==> src/rtl/reg_wb_arbiter.sv <==
// Register-file writeback arbiter: the pipeline (A) and bus-load returns (B) share one
// write port, with B starvation protection and a pending-load scoreboard driving hazard.
module reg_wb_arbiter #(
   parameter int unsigned STARVE_LIMIT = 2
) (
   input  logic        clk,
   input  logic        reset,
   input  logic        a_req,
   input  logic [4:0]  a_addr,
   input  logic [31:0] a_data,
   output logic        a_ack,
   input  logic        b_req,
   input  logic [4:0]  b_addr,
   input  logic [31:0] b_data,
   output logic        b_ack,
   input  logic        ld_issue,
   input  logic [4:0]  ld_rd,
   input  logic [4:0]  rs1,
   input  logic [4:0]  rs2,
   output logic        hazard,
   output logic        RegWrite,
   output logic [4:0]  WriteRegister,
   output logic [31:0] WriteData
);

   localparam logic [1:0] LIMIT = 2'(STARVE_LIMIT);

   logic [1:0]  waitB;
   logic [31:0] pending;
   logic [31:0] pendingNext;
   logic        bPriority;

   always_comb begin
      bPriority = (waitB == LIMIT);
      a_ack     = 1'b0;
      b_ack     = 1'b0;
      if (!reset) begin
         if (a_req && (!b_req || !bPriority)) begin
            a_ack = 1'b1;
         end else if (b_req) begin
            b_ack = 1'b1;
         end
      end
   end

   // The set is applied after the clear so a new load to the same register wins.
   always_comb begin
      pendingNext = pending;
      if (b_ack) begin
         pendingNext[b_addr] = 1'b0;
      end
      if (ld_issue && (ld_rd != '0)) begin
         pendingNext[ld_rd] = 1'b1;
      end
   end

   always_comb begin
      hazard = ((rs1 != '0) && pending[rs1]) || ((rs2 != '0) && pending[rs2]);
   end

   always_ff @(posedge clk or posedge reset) begin
      if (reset) begin
         RegWrite      <= 1'b0;
         WriteRegister <= '0;
         WriteData     <= '0;
         waitB         <= '0;
         pending       <= '0;
      end else begin
         RegWrite <= 1'b0;
         if (a_ack) begin
            RegWrite      <= (a_addr != '0);
            WriteRegister <= a_addr;
            WriteData     <= a_data;
         end else if (b_ack) begin
            RegWrite      <= (b_addr != '0);
            WriteRegister <= b_addr;
            WriteData     <= b_data;
         end

         if (b_ack || !b_req) begin
            waitB <= '0;
         end else if (waitB != LIMIT) begin
            waitB <= waitB + 2'd1;
         end

         pending <= pendingNext;
      end
   end

endmodule

==> config.mk <==
export PLATFORM = sky130hd
export DESIGN_NAME = reg_wb_arbiter
export DESIGN_NICKNAME = d
export VERILOG_FILES = /design/src/rtl/reg_wb_arbiter.sv
export SDC_FILE = /design/constraint.sdc
export NUM_CORES = 1
export LEC_CHECK = 0
export BUFFER_PORTS_ARGS = -buffer_cell sky130_fd_sc_hd__buf_4
export CORE_MARGIN = 4
export CORE_UTILIZATION = 30
export DETAILED_ROUTE_END_ITERATION = 6
export GPL_TIMING_DRIVEN = 0
export PLACE_DENSITY_LB_ADDON = 0.12
export SLEW_MARGIN = 20
export SYNTH_ARGS = -nofsm -noshare
export SYNTH_HDL_FRONTEND = slang
export SYNTH_SLANG_ARGS = --single-unit
==> constraint.sdc <==
create_clock -name clk -period 5.52 [get_ports clk]
set_input_delay 0 -clock clk [delete_from_list [all_inputs] [get_ports clk]]
set_output_delay 0 -clock clk [all_outputs]
set_load 0.005 [all_outputs]
==> results by group <==
Worst setup path
  • Critical setup path kind: flip-flop to flip-flop
  • Worst Path Arrival: 3070 ps
  • Crit path capture type: flip-flop
  • CP startpoint kind: flip-flop
  • Crit-path max FO: 10
  • Crit-path cells: inv_1 -> ha_1 -> nand2b_1 -> nand3_1 -> clkbuf_1 -> buf_1 -> o22ai_1 -> dlygate4sd3_1 -> nor2_1
  • Slowest stage delay, CP: 590 ps
  • CP Data Required Time: 5780 ps
  • CP delay by family, top: buffers and inverters
  • Slowest cell on the critical path: dlygate4sd3_1
  • Worst Path Buf+Inv: 4

Timing
  • Final period utilization: 50.8%
  • Final hold viol count: 0
  • Slew of the pin with the lowest slew margin: 490 ps
  • Max-slew violation count: 0
  • Setup Skew: 3.35 ps
  • PnR worst setup slack: 2710 ps
  • Setup_tns: 0 ps
  • Fmax: 0.356 GHz
  • Setup violators final: 0
  • Worst rel slew slack: 67.4%
  • Post-layout min period: 2810 ps
  • RSZ-0062 raised after global routing: no

CTS
  • CTS Buffer Depth: 2
  • Total CTS buffers: 9
  • Worst-path clk slew: 50 ps
  • # resized after CTS: 0
  • H-tree depth: 3
  • CTS tree: built
  • Clock sinks: 72
  • Worst skew pair latency: 330 ps
  • Root Driver: clkbuf_16

Synthesis
  • Synth async-reset ratio: 100%
  • Mapped cell area: 3620 um2
  • YS warnings: 0
  • Area share of the largest cell type after synthesis: 49.7%
  • #FFs+latches synth: 72
  • Synth Instances: 375
  • Prevailing post-synth register cell: dfrtp_1
  • Post-synthesis sequential area ratio: 49.7%
  • Syn_nets: 470
  • Top post-synthesis cells by area: dfrtp_1 50%, o21ai_0 9.1%, nor2_1 8.4%
  • EDFF count, synth: 0
  • Most area-hungry cell type in the Yosys netlist: dfrtp_1
  • Cell variety after synth: 39
  • Syn_area_per_cell: 9.67 um2

Final layout
  • Reg area: 1800 um2
  • Final core utilization: 49.8%
  • Fillers: 1,102
  • Multi-input gate area: 1700 um2
  • Share of cells above drive strength 1: 26.5%
  • Nets: 680
  • Area delta synth->final: 59.5%

Power
  • Int Pwr: 1240 uW
  • Maximum vdd drop: 0.145 mV
  • Share of power burned in registers: 41.8%
  • Leakage: 0.00255 uW
  • P_sw: 480 uW
  • Net Sw Frac: 28.0%
  • Logic pwr share: 26.5%
  • Cell Pwr Density: 297 nW/um2
  • Clock network fraction of total power: 31.7%

Floorplanning
  • FP Rows: 39
  • Core Box Area: 11,600 um2
  • DIE AREA: 13,900 um2
  • Chip Width: 118 um
  • Die height: 118 um
  • # IOs: 135
  • Starting Density: 31.2%

Place
  • Pre-CTS setup slack: 3290 ps
  • Post-DP HPWL: 8760 um
  • Final GP Congestion: 0.816
  • PortBufs: 124

Global route
  • All-Layer GR Usage: 18.0%
  • First-pass GRT wire length: 20,300 um
  • Initial antenna violation count: 0
  • Vias in the first global route: 4,014
  • Global route overflow: 0
  • Largest net degree at the start of global routing: 49

Status
  • Status: complete, no violations

Route
  • Drc violations: 0
  • DRT iter0 DRCs: 182
  • Routed WL: 12,200 um
  • Vias per cell: 5.12
  • First-pass iteration count of the detailed router: 5
  • DR WL/cell: 16.7 um
  • Via count: 3,745
  • Final ANT Viol Nets: 0

Run
  • Max-Cap Viols: 0

Min path
  • HP Class: primary input to flip-flop
-- worst paths after layout --
| kind | startpoint | endpoint | slack, ps | depth (start not counted) |
|---|---|---|---|---|
| worst min register to register | WriteData[25] | WriteData[25] | 500 | 2 |
| max in group asynchronous | reset | WriteData[0] | 4730 | 4 |
| worst max-delay path | waitB[0] | WriteData[25] | 2710 | 9 |
| worst max register to register | waitB[0] | WriteData[25] | 2710 | 9 |
| min in group asynchronous | reset | WriteData[23] | 240 | 3 |
| worst min-delay path | ld_rd[4] | pending[30] | 20 | 3 |
-- worst min-delay path, delay by kind of cell --
family	cells	cell delay (ps)
AOI/OAI and AO/OA	1	80
and+or+nand+nor	1	80
buffers and inverters	1	140
-- power groups by stage --
stage / Clock, uW / Combinational, uW / Sequential, uW
floorplan: 0 / 213 / 699
global placement: 0 / 403 / 717
detailed placement: 0 / 411 / 721
CTS: 552 / 457 / 716
global route: 578 / 508 / 731
finish: 544 / 454 / 717
-- Yosys cell counts, types with 2 or more instances --
master     instances
nor2_1            81
dfrtp_1           72
o21ai_0           66
o22ai_1           36
clkbuf_1          13
nand3_1           12
nand2_1           11
nand3b_1           9
mux4_2             8
inv_1              7
mux2i_1            7
mux4_1             5
buf_1              4
nand2b_1           4
or3_1              4
a21oi_1            3
a31oi_1            3
buf_2              3
nand4_1            3
buf_6              2
nor2b_1            2
o2111ai_1          2
or3b_2             2
-- metrics by stage --
stage / hold slack [ps] / total power (uW) / std cells / cell area (um2)
finish: 15.4 / 1720 / 732 / 5780
floorplan: 128 / 912 / 375 / 3620
CTS: 12.1 / 1720 / 731 / 5780
detailed placement: 32.2 / 1130 / 643 / 4760
global route: 66.4 / 1820 / 731 / 5780
global placement: 235 / 1120 / 642 / 4730
-- layout make-up --
| type | count | share of cell area (%) |
|---|---|---|
| Clock buffer | 14 | 4.74 |
| Inverter | 7 | 0.498 |
| Antenna cell | 1 | 0.0433 |
| Multi-Input combinational cell | 274 | 29.3 |
| Timing Repair Buffer | 199 | 29.4 |
| Tap cell | 143 | 3.09 |
| Buffer | 22 | 1.75 |
| Sequential cell | 72 | 31.2 |
-- per-layer routing --
| layer | wire length (um) | GRT usage, % | vias up |
|---|---|---|---|
| li1 | - | - | 1789 |
| met1 | 5050 | 21.8 | 1789 |
| met2 | 5930 | 30.4 | 153 |
| met3 | 1050 | 4.85 | 14 |
| met4 | 196 | 7.40 | 0 |
| met5 | 0 | 0 | - |
-- repair_timing --
action                                 4_1_cts  5_1_grt
hold buffers                                74        0
buffers inserted                             0        0
endpoints found under the hold margin       67        0
-- state kept, by name, summed over array words and instances (netlist names) --
register	cells
waitB	2
pending	32
RegWrite	1
WriteRegister	5
WriteData	32
-- logic make-up (layout without fill, tap and decap cells) --
| family | after synthesis | in the layout | share of synthesized area, % |
|---|---|---|---|
| buffers and inverters | 29 | 242 | 3.52 |
| muxes | 21 | 21 | 10.9 |
| DFF | 72 | 72 | 49.7 |
| AOI/OAI and AO/OA | 120 | 120 | 19.0 |
| adders and majority gates | 1 | 1 | 0.345 |
| other | 0 | 1 | 0 |
| and+or+nand+nor | 132 | 132 | 16.5 |
-- placed cells by master (no fill, tap or decap), drive strengths merged, types with 2 or more instances in the layout --
| cell | n |
|---|---|
| o22ai | 36 |
| buf | 134 |
| a21oi | 4 |
| or3 | 4 |
| mux4 | 13 |
| a31oi | 3 |
| nand4 | 3 |
| dfrtp | 72 |
| mux2i | 7 |
| clkbuf | 27 |
| dlygate4sd3 | 74 |
| nand2b | 4 |
| or2 | 2 |
| o2111ai | 2 |
| nor2 | 81 |
| nand2 | 11 |
| inv | 7 |
| o21ai | 67 |
| nor2b | 2 |
| nand3b | 9 |
| or3b | 2 |
| nand3 | 12 |
No activity file was read; power rests on OpenSTA's default activity.
